<file path="config.mk">
export PLATFORM = sky130hd
export DESIGN_NAME = subckt_vector_driver
export DESIGN_NICKNAME = d
export VERILOG_FILES = /design/src/rtl/subckt_vector_driver.sv
export SDC_FILE = /design/constraint.sdc
export NUM_CORES = 1
export LEC_CHECK = 0
export CORE_MARGIN = 1
export CORE_UTILIZATION = 34
export DETAILED_ROUTE_END_ITERATION = 10
export HOLD_SLACK_MARGIN = 0.05
export SLEW_MARGIN = 25
export SYNTH_ARGS = -nofsm -noshare
export SYNTH_HDL_FRONTEND = slang
export SYNTH_SLANG_ARGS = --single-unit
</file>
<file path="constraint.sdc">
create_clock -name I1470_clk -period 5.65 [get_ports I1470_clk]
set_input_delay 0.565 -clock I1470_clk [delete_from_list [all_inputs] [get_ports I1470_clk]]
set_output_delay 0.565 -clock I1470_clk [all_outputs]
set_load 0.05 [all_outputs]
</file>
<file path="src/rtl/subckt_vector_driver.sv">
// subckt_vector_driver: LFSR vector source and serial response compactor
// Optional signature comparator enabled by defining SIG_COMPARE_EN.
module subckt_vector_driver #(
    parameter int VEC_W    = 4,
    parameter int NUM_VEC  = 16,
    parameter int CAPT_DLY = 2
`ifdef SIG_COMPARE_EN
    ,
    parameter logic [15:0] GOLDEN_SIG = 16'h0000
`endif
) (
    input  logic             I1470_clk,
    input  logic             I1477_rst,
    input  logic             start,
    input  logic             seed_load,
    input  logic [15:0]      seed_in,
    input  logic             resp_in,
    output logic [VEC_W-1:0] vec_out,
    output logic             busy,
    output logic             done,
    output logic [15:0]      vec_count,
    output logic [15:0]      signature
`ifdef SIG_COMPARE_EN
    ,
    output logic             sig_fail
`endif
);

    localparam int CW = (CAPT_DLY > 1) ? $clog2(CAPT_DLY) : 1;
    localparam logic [CW-1:0] WAIT_LAST =
        CW'((CAPT_DLY > 0) ? CAPT_DLY - 1 : 0);
    localparam logic [15:0] NV = 16'(NUM_VEC);

    typedef enum logic [2:0] {
        S_IDLE,
        S_APPLY,
        S_WAIT,
        S_CAPT,
        S_DONE
    } state_t;

    state_t          state;
    state_t          nxt;
    logic [15:0]     lfsr;
    logic [CW-1:0]   wcnt;
    logic [15:0]     cnt_inc;
    logic            last;
    logic [15:0]     sig_nxt;
    logic [15:0]     lfsr_nxt;
    logic [15:0]     seed_fix;

    assign cnt_inc  = vec_count + 16'd1;
    assign last     = (cnt_inc == NV);
    assign sig_nxt  = {signature[14:0],
                       signature[15] ^ signature[13] ^
                       signature[12] ^ signature[10] ^ resp_in};
    assign lfsr_nxt = {lfsr[14:0],
                       lfsr[15] ^ lfsr[13] ^ lfsr[12] ^ lfsr[10]};
    // a zero seed would lock the LFSR, so substitute 1
    assign seed_fix = (seed_in == 16'd0) ? 16'd1 : seed_in;

    // state register
    always_ff @(posedge I1470_clk) begin
        if (I1477_rst) state <= S_IDLE;
        else           state <= nxt;
    end

    // next-state and status decode
    always_comb begin
        nxt  = state;
        busy = 1'b0;
        done = 1'b0;
        case (state)
            S_IDLE: begin
                if (start) nxt = S_APPLY;
            end
            S_DONE: begin
                done = 1'b1;
                if (start) nxt = S_APPLY;
            end
            S_APPLY: begin
                busy = 1'b1;
                nxt  = (CAPT_DLY == 0) ? S_CAPT : S_WAIT;
            end
            S_WAIT: begin
                busy = 1'b1;
                if (wcnt == WAIT_LAST) nxt = S_CAPT;
            end
            S_CAPT: begin
                busy = 1'b1;
                nxt  = last ? S_DONE : S_APPLY;
            end
            default: nxt = S_IDLE;
        endcase
    end

    // LFSR, vector, settle counter, signature and count
    always_ff @(posedge I1470_clk) begin
        if (I1477_rst) begin
            lfsr      <= 16'h0001;
            vec_out   <= '0;
            wcnt      <= '0;
            vec_count <= 16'd0;
            signature <= 16'd0;
`ifdef SIG_COMPARE_EN
            sig_fail  <= 1'b0;
`endif
        end else begin
            case (state)
                S_IDLE, S_DONE: begin
                    if (seed_load) lfsr <= seed_fix;
                    if (start) begin
                        vec_count <= 16'd0;
                        signature <= 16'd0;
`ifdef SIG_COMPARE_EN
                        sig_fail  <= 1'b0;
`endif
                    end
                end
                S_APPLY: begin
                    vec_out <= lfsr[VEC_W-1:0];
                    wcnt    <= '0;
                end
                S_WAIT: begin
                    wcnt <= wcnt + CW'(1);
                end
                S_CAPT: begin
                    signature <= sig_nxt;
                    lfsr      <= lfsr_nxt;
                    vec_count <= cnt_inc;
                    if (last) begin
                        vec_out  <= '0;
`ifdef SIG_COMPARE_EN
                        sig_fail <= (sig_nxt != GOLDEN_SIG);
`endif
                    end
                end
                default: ;
            endcase
        end
    end

endmodule
</file>
Yosys cells after proc, flatten, opt, wreduce, memory -nomap -nowiden
Index checks and enable logic that the tools add are counted.
Storage, ports and cells
  register bits: 56
  latch bits: 0
  bits in writable memories: 0
  bits in read-only memories: 0
  bits of input ports: 21
  output and inout bits: 38
  logic and storage cells: 50
  memories: 0
Cells by class
  add/subtract/negate cells: 2
  $mul: 0
  divide/modulo/power cells: 0
  $lt $le $gt $ge: 0
  eq/ne operators: 9
  shifts and indexed selects: 0
  muxes and demuxes: 15
  bitwise operators: 7
  reduce and logical (&&, ||, !) cells: 11
Operators by type and width (count)
  16-bit case mux with 2 select lines: 3
  16-bit two-way mux: 3
  16-bit by 1-bit adder with 16-bit output (second input constant): 1
  16-bit by 5-bit == test with 1-bit output (second input constant): 1
  16-bit logical NOT: 1
  3-bit case mux with 4 select lines: 1
  3-bit two-way mux: 3
  4-bit case mux with 2 select lines: 1
  2-bit AND reduction: 4
  1-bit XOR: 7
  3-bit by 2-bit == test with 1-bit output (second input constant): 2
  2-bit nonzero test: 3
  4-bit two-way mux: 1
  2-bit by 1-bit != test with 1-bit output (second input constant): 2
  2-bit != test (second input constant): 2
  3-bit by 1-bit == test with 1-bit output (second input constant): 1
  3-bit == test (second input constant): 1
  3-bit logical NOT: 1
  3-bit OR reduction: 1
  1-bit two-way mux: 2
  1-bit case mux with 2 select lines: 1
  2-bit OR reduction: 1
  1-bit adder (second input constant): 1

Logic depth before layout (Yosys ltp)
Gate-level depths: netlist of the first run.
  word-level depth: 5
  mapped depth: 8
  depth with buffers taken out: 7

Worst setup path before layout of the first run
No wires, ideal clock.
  path kind: reg-to-reg
  start: reg vec_count[0]
  end: reg state[2]
  setup time: 58 ps
  data arrival time: 2398 ps
  required time: 5592 ps
  slack: 3194 ps
  stages on the path, launching flop included: 8
  buffers on the path: 0
  clock period less this slack: 2456 ps
  path through: dfxtp_1 > ha_1 > nand3_1 > nor3_1 > mux2i_1 > o2111ai_1 > nor4_2 > o21ba_2
Between the ends
  cells in the longest elaborated chain, start to end: 4
Ends and longest elaborated chain
  start, declared: RTL line 21  | output logic [15:0] vec_count,
  start signal, assigned: RTL line 130  | vec_count <= cnt_inc;
  16-bit by 1-bit adder with 16-bit output: RTL line 52  | assign cnt_inc = vec_count + 16'd1;
  16-bit by 5-bit == test with 1-bit output: RTL line 53  | assign last = (cnt_inc == NV);
  3-bit two-way mux: RTL line 91  | nxt = last ? S_DONE : S_APPLY;
  3-bit case mux with 4 select lines: RTL line 73  | case (state)
  end signal, assigned: RTL line 65  | else state <= nxt;
  end, declared: RTL line 42  | state_t state;
No other way between the ends.
A chain may end at the register's enable or synchronous reset.

Worst setup path in the final report of the first run
  start: reg state[0]
  end: out done
Between the ends
  cells in the longest elaborated chain, start to end: 2
Ends and longest elaborated chain
  3-bit == test: RTL line 73
  1-bit two-way mux: RTL line 73
  end, declared: RTL line 20  | output logic done,
No other way between the ends.

==> metrics.cfg, run 1 <==
[global_route]
antenna_found_initial=0
top_usage_layer=met2
grtUsageMet2_pct=25.7
grt.met1_usage_pct=21.8
grt_usage_pct=16.3
grt_pass1_vias=2192
routing_usage_on_met3_pct=2.68
first_pass_grt_wire_length_um=10200
overflow=0
grt_max_degree=61

[clock_network]
cts.root.buffer_cell=clkbuf_8
cts_num_sinks=56
ctsHoldBuffers=0
cts.clk_slew.worst_paths_ps=100
clock_latency_on_the_worst_skew_pair_ps=300
cts-htree-levels=2
cts_tree=built
post_cts_buffers=0
numCtsBuffers=5
clk_path_buf_depth=2
post_cts_resize_count=0

[timing]
finalHoldWorstSlack_ps=463
setup_total_negative_slack_ps=0
grt_setup_unrepaired=no
max_slew.worst_pin.slew_ps=858
slew-limit-headroom_pct=42.7
layout_worst_path_cycle_share_pct=45.9
setup_violations=0
hold_viol_final=0
finalClockSkew_ps=5.85
slew_violations=0
post-route-min-period_ps=2590
fmaxAchievable_mhz=386
finalWorstSetupSlack_ps=3060

[min_path]
worstHoldStart=lfsr[14]$_SDFFE_PP0P_
hp-class=register to register

[yosys]
syn_area_per_cell_um2=8.25
yosys_warnings=0
synthesis.nets=335
postSynthRegisterBits=56
synth-seq-area-share_pct=43.4
syn-instance-count=313
post_synth_cell_types=41
post_synth_instance_area_mm2=0.00258

[route]
detailedRoute.firstIterationViolations=128
routed-via-count=2420
antenna_violating_nets_post_route=0
post-route-drc-count=0
route.final.wire_length_um=6260
post_drt_wl_per_cell_um=13.6
viasPerCell=5.27
drt_pre_antenna_iters=4

[layout]
design.final.nets=381
flow.area_growth_from_synthesis_pct=28.1
most_common_cell_after_layout_fill_and_taps_aside=clkdlybuf4s50_1
instances_no_fill=459
insertedDiodeCount=0
drive_above_1_share_pct=5.28
layout_common_cells=clkdlybuf4s50_1 (57), dfxtp_1 (56), nor2_1 (47), a22oi_1 (32), nand2_1 (29)

[worst_setup_path]
critPathLaunch=state[0]$_SDFFE_PP0P_
worst_r2r_startpoint=vec_count[0]$_SDFFE_PP0P_
critPathMaxFanout=7
required_time_of_the_critical_path_ps=5090
sequence_of_cells_on_the_critical_path=nor2_1 -> and2_1 -> clkdlybuf4s50_1
max_stage_delay_ps=800
startpoint_class_of_the_critical_path=register
critical_path.endpoint_type=output pin
timing.critical_path.slowest_stage_cell=clkdlybuf4s50_1
data_arrival_time_of_the_worst_path_ps=2030
critical_path_class=register to output pin

[placed_design]
placement.io_buffers=58
place_congestion=0.797
post-dp-hpwl_um=4130
total_placed_cells_including_tap_cells=451
placement.setup.worst_slack_ps=3290

[pwr]
cellLeakagePower_nw=1.07
power_density_mw_per_mm2=230
irDropWorstVdd_uv=84.2
total_power_w=0.000761

[die]
core_region_area_mm2=0.00729
floorplan_row_count=31
io-pin-count=59
die_h_um=89.1
initial_core_utilization_pct=35.4
die_w_um=89.1
die_area_mm2=0.00794

[run]
max_cap_viol_count=0

[status]
result_of_the_run=completed

[flip-flops by register name, indices dropped and copies added, names as in the netlist]
name       flops
lfsr          16
signature     16
vec_count     16
vec_out        4
state          3
wcnt           1
[cell families (layout without fill, tap and decap cells)]
| family | count (synthesis) | in the layout | share of synthesized area, % |
|---|---|---|---|
| mux | 1 | 1 | 0.388 |
| buf+inv | 26 | 73 | 4.02 |
| fa+ha+maj | 1 | 1 | 0.485 |
| compound gates | 89 | 89 | 23.1 |
| flops | 56 | 56 | 43.4 |
| xor+xnor | 13 | 13 | 4.70 |
| simple gates | 127 | 127 | 23.9 |
[cell usage after synthesis, drive strengths merged]
| master | count | area [µm²] |
|---|---|---|
| a21o | 1 | 7.51 |
| a21oi | 25 | 125 |
| a22oi | 32 | 240 |
| a311oi | 5 | 43.8 |
| a31oi | 1 | 6.26 |
| a41o | 1 | 10.0 |
| and2 | 3 | 18.8 |
| and3 | 3 | 20.0 |
| buf | 5 | 25.0 |
| clkbuf | 16 | 60.1 |
| dfxtp | 56 | 1120 |
| ha | 1 | 12.5 |
| inv | 5 | 18.8 |
| mux2i | 1 | 10.0 |
| nand2 | 29 | 109 |
| nand3 | 8 | 45.0 |
| nand3b | 7 | 52.6 |
| nand4 | 3 | 18.8 |
| nand4b | 1 | 8.76 |
| nor2 | 47 | 176 |
| nor2b | 4 | 25.0 |
| nor3 | 12 | 65.1 |
| nor4 | 6 | 43.8 |
| nor4b | 1 | 8.76 |
| o2111ai | 1 | 8.76 |
| o21ai | 12 | 60.1 |
| o21ba | 1 | 10.0 |
| o22ai | 4 | 25.0 |
| o41a | 2 | 23.8 |
| o41ai | 4 | 35.0 |
| or2 | 1 | 6.26 |
| or3 | 1 | 11.3 |
| or4 | 1 | 7.51 |
| xnor2 | 11 | 96.3 |
| xor2 | 2 | 25.0 |
[report_power, final]
group / leakage (nW) / switching [W] / internal [W] / total (W)
Clock: 0.0445 / 0.000125 / 0.000100 / 0.000225
Combinational: 0.570 / 0.0000706 / 0.0000433 / 0.000114
Sequential: 0.455 / 0.0000119 / 0.000410 / 0.000422
[layer usage]
layer / vias up / part of all wire, % / wire, µm
met5: - / 0 / 0
met4: 0 / 0.94 / 59
met3: 4 / 4.4 / 276
met2: 56 / 45 / 2820
met1: 1128 / 50 / 3100
li1: 1232 / - / -
[per-stage QoR]
| stage | cell area, µm² | util (%) |
|---|---|---|
| floorplan | 2580 | - |
| global placement | 3210 | 44.0 |
| detailed placement | 3210 | 44.0 |
| CTS | 3300 | 45.3 |
| global route | 3310 | 45.4 |
| finish | 3310 | 45.4 |
[final timing paths]
check / endpoint / slack [ps] / depth (start not counted)
setup / recovery: done / 3060 / 3
hold / removal: lfsr[14]$_SDFFE_PP0P_ / 460 / 2
setup reg to reg: state[2]$_SDFFE_PP0P_ / 3260 / 7
hold reg to reg: lfsr[14]$_SDFFE_PP0P_ / 460 / 2
[worst max-delay path: cells and delay by family, from the launching register on]
kind	cells	cell delay [ps]
AND/OR/NAND/NOR	2	550
buffers and inverters	1	800
flip-flops	1	380
[cell type report]
type / instances / area (µm²)
well taps: 99 / 124
repair buffers: 60 / 593
multi-input cells: 231 / 1360
fillers: 786 / 3990
clock buffers: 7 / 86.3
inverters: 5 / 18.8
flip-flops and latches: 56 / 1120
clock inverters: 1 / 7.51
No activity file was read; power rests on OpenSTA's default activity.
==> run 2, diff against run 1 <==
clock period = 2.5 ns   (was 5.65 ns; I/O delays follow)
==> metrics.cfg, run 2 (synthesis gave the netlist of run 1 again) <==
[layout]
final_util_pct=46.2  ; +0.84 points
layout_common_cells=clkdlybuf4s50_1 (57), dfxtp_1 (56), nor2_1 (47), a22oi_1 (32), nand2_1 (29)
insertedDiodeCount=0  ; unchanged
most_common_cell_after_layout_fill_and_taps_aside=clkdlybuf4s50_1
flow.area_growth_from_synthesis_pct=30.5
footprint_of_the_multi_input_gates_mm2=0.00137  ; +1.0%
reg_top3=lfsr x16, signature x16, vec_count x16
drive_above_1_share_pct=7.38  ; +2.1 points
sequential_cell_area_mm2=0.00112  ; unchanged
design.final.nets=388  ; +1.8%
fillCellCount=751  ; -4.5%

[pwr]
net-switching-power_w=0.000475  ; +130%
cellLeakagePower_nw=1.11  ; +3.4%
power_density_mw_per_mm2=514  ; +120%
share_comb_of_total_power_pct=15.5  ; +0.5 points
clockPowerShare_pct=29.4  ; -0.2 points
cellInternalPower_w=0.00126  ; +130%
power.share.switching_pct=27.4  ; +0.11 points
total_power_w=0.00173  ; +130%
irDropWorstVdd_uv=290  ; +240%
share_seq_of_total_power_pct=55.1  ; -0.3 points

[route]
antenna_violating_nets_post_route=0  ; unchanged
routed-via-count=2434  ; +0.58%
drt_pre_antenna_iters=4  ; unchanged
detailedRoute.firstIterationViolations=114  ; -11%
viasPerCell=5.23  ; -0.72%
route.final.wire_length_um=6160  ; -1.6%
post_drt_wl_per_cell_um=13.2  ; -2.9%
post-route-drc-count=0  ; unchanged

[worst_setup_path]
required_time_of_the_critical_path_ps=2760  ; -2330 ps
r2r_cells=7  ; unchanged
cp-endpoint=state[2]$_SDFFE_PP0P_
max_stage_delay_ps=410  ; -390 ps
timing.critical_path.slowest_stage_cell=dfxtp_1
critPathMaxFanout=7  ; unchanged
worst_r2r_startpoint=vec_count[1]$_SDFFE_PP0P_
crit-reg2reg-capture=state[2]$_SDFFE_PP0P_
sequence_of_cells_on_the_critical_path=ha_1 -> nand3_1 -> nor3_2 -> mux2i_1 -> o2111ai_1 -> nor4_4 -> o21ba_2
critPathLaunch=vec_count[1]$_SDFFE_PP0P_
startpoint_class_of_the_critical_path=register
critical_path.endpoint_type=register
regToRegSetupSlack_ps=270  ; -2990 ps
critical_path_class=register to register
data_arrival_time_of_the_worst_path_ps=2490  ; +460 ps

[timing]
layout_worst_path_cycle_share_pct=89.0
fmaxAchievable_mhz=449
finalHoldWorstSlack_ps=401  ; -62.0 ps
setup_violations=0  ; unchanged
slew_violations=0  ; unchanged
post-route-min-period_ps=2230
hold_viol_final=0  ; unchanged
setup_total_negative_slack_ps=0  ; unchanged
finalClockSkew_ps=6.89  ; +1.04 ps
grt_setup_unrepaired=no
max_slew.worst_pin.slew_ps=759  ; -98.2 ps
slew-limit-headroom_pct=49.0  ; +6.3 points

[min_path]
worstHoldStart=I1477_rst
hp-class=input pin to register
hold_path_depth=2  ; unchanged

[clock_network]
numCtsBuffers=5  ; unchanged
clk_path_buf_depth=2  ; unchanged
cts_tree=built
post_cts_buffers=0  ; unchanged
ctsHoldBuffers=0  ; unchanged
cts-htree-levels=2  ; unchanged
cts_num_sinks=56  ; unchanged
clock_latency_on_the_worst_skew_pair_ps=310  ; about the same
cts.clk_slew.worst_paths_ps=100  ; about the same
post_cts_resize_count=0  ; unchanged
cts.root.buffer_cell=clkbuf_8

[global_route]
routing_usage_on_met3_pct=2.95  ; +0.28 points
grt.met1_usage_pct=22.6  ; +0.79 points
first_pass_grt_wire_length_um=10500  ; +2.4%
grt_max_degree=31  ; -49%
antenna_found_initial=0  ; unchanged
grt_pass1_vias=2195  ; +0.14%
top_usage_layer=met2
overflow=0  ; unchanged
grtUsageMet2_pct=27.3  ; +1.6 points
grt_usage_pct=16.8  ; +0.46 points

[status]
result_of_the_run=completed

[placed_design]
place_congestion=0.808  ; +1.3%
post-dp-hpwl_um=4330  ; +4.8%
placement.io_buffers=58  ; unchanged

[die]
floorplan_row_count=31  ; unchanged
die_h_um=89.1  ; unchanged
core_region_area_mm2=0.00729  ; unchanged
die_area_mm2=0.00794  ; unchanged
die_w_um=89.1  ; unchanged
io-pin-count=59  ; unchanged
initial_core_utilization_pct=35.4  ; unchanged

[run]
max_cap_viol_count=0  ; unchanged

run 2: cell count changes in the layout (fill, tap and decap cells not counted):
cell,before,now
buf_2,0,1
nor4_2,1,0
clkinv_4,0,1
nor4_4,0,1
clkinvlp_4,1,0
buf_4,3,9
nor3_2,1,2
nor3_1,11,10
clkbuf_1,1,0
run 2: worst max-delay path, delay by kind of cell, from the launching register on:
| kind | cells | cell delay [ps] |
|---|---|---|
| mux | 1 | 230 |
| compound gates | 2 | 400 |
| flops | 1 | 410 |
| fa+ha+maj | 1 | 230 |
| simple gates | 3 | 910 |
run 2: routing by layer:
metal,share of wire [%],up-vias
met3,4.0,6
met2,46,44
met1,49,1144
met5,0,-
li1,-,1240
met4,1.3,0
run 2: worst min path at each step:
stage,slack (ps),endpoint
after floorplan,430,lfsr[0]$_SDFFE_PP1P_
after global placement,440,lfsr[7]$_SDFFE_PP0P_
after detailed placement,450,lfsr[8]$_SDFFE_PP0P_
after CTS,390,vec_count[12]$_SDFFE_PP0P_
after global routing,420,vec_count[8]$_SDFFE_PP0P_
final,400,vec_count[12]$_SDFFE_PP0P_
run 2: final cells by class:
cell class / instances / area share, %
clock buffers: 6 / 2.45
clock inverters: 1 / 0.260
inverters: 5 / 0.557
multi-input cells: 231 / 40.7
flip-flops and latches: 56 / 33.3
well taps: 99 / 3.68
repair buffers: 67 / 19.1
run 2: per-stage QoR:
stage | worst slack (ps) | instances | area, µm²
after floorplan | 44.0 | 313 | 2580
after global placement | 155 | 458 | 3260
after detailed placement | 125 | 458 | 3260
after CTS | 102 | 465 | 3350
after global routing | 46.9 | 465 | 3370
final | 274 | 465 | 3370
run 2: power by group through the flow:
stage	Combinational [W]	Sequential, W	Clock, W
final	0.000268	0.000954	0.000509
after global routing	0.000299	0.000960	0.000576
after CTS	0.000271	0.000954	0.000538
after detailed placement	0.000270	0.000974	0
after global placement	0.000268	0.000973	0
after floorplan	0.000156	0.000984	0
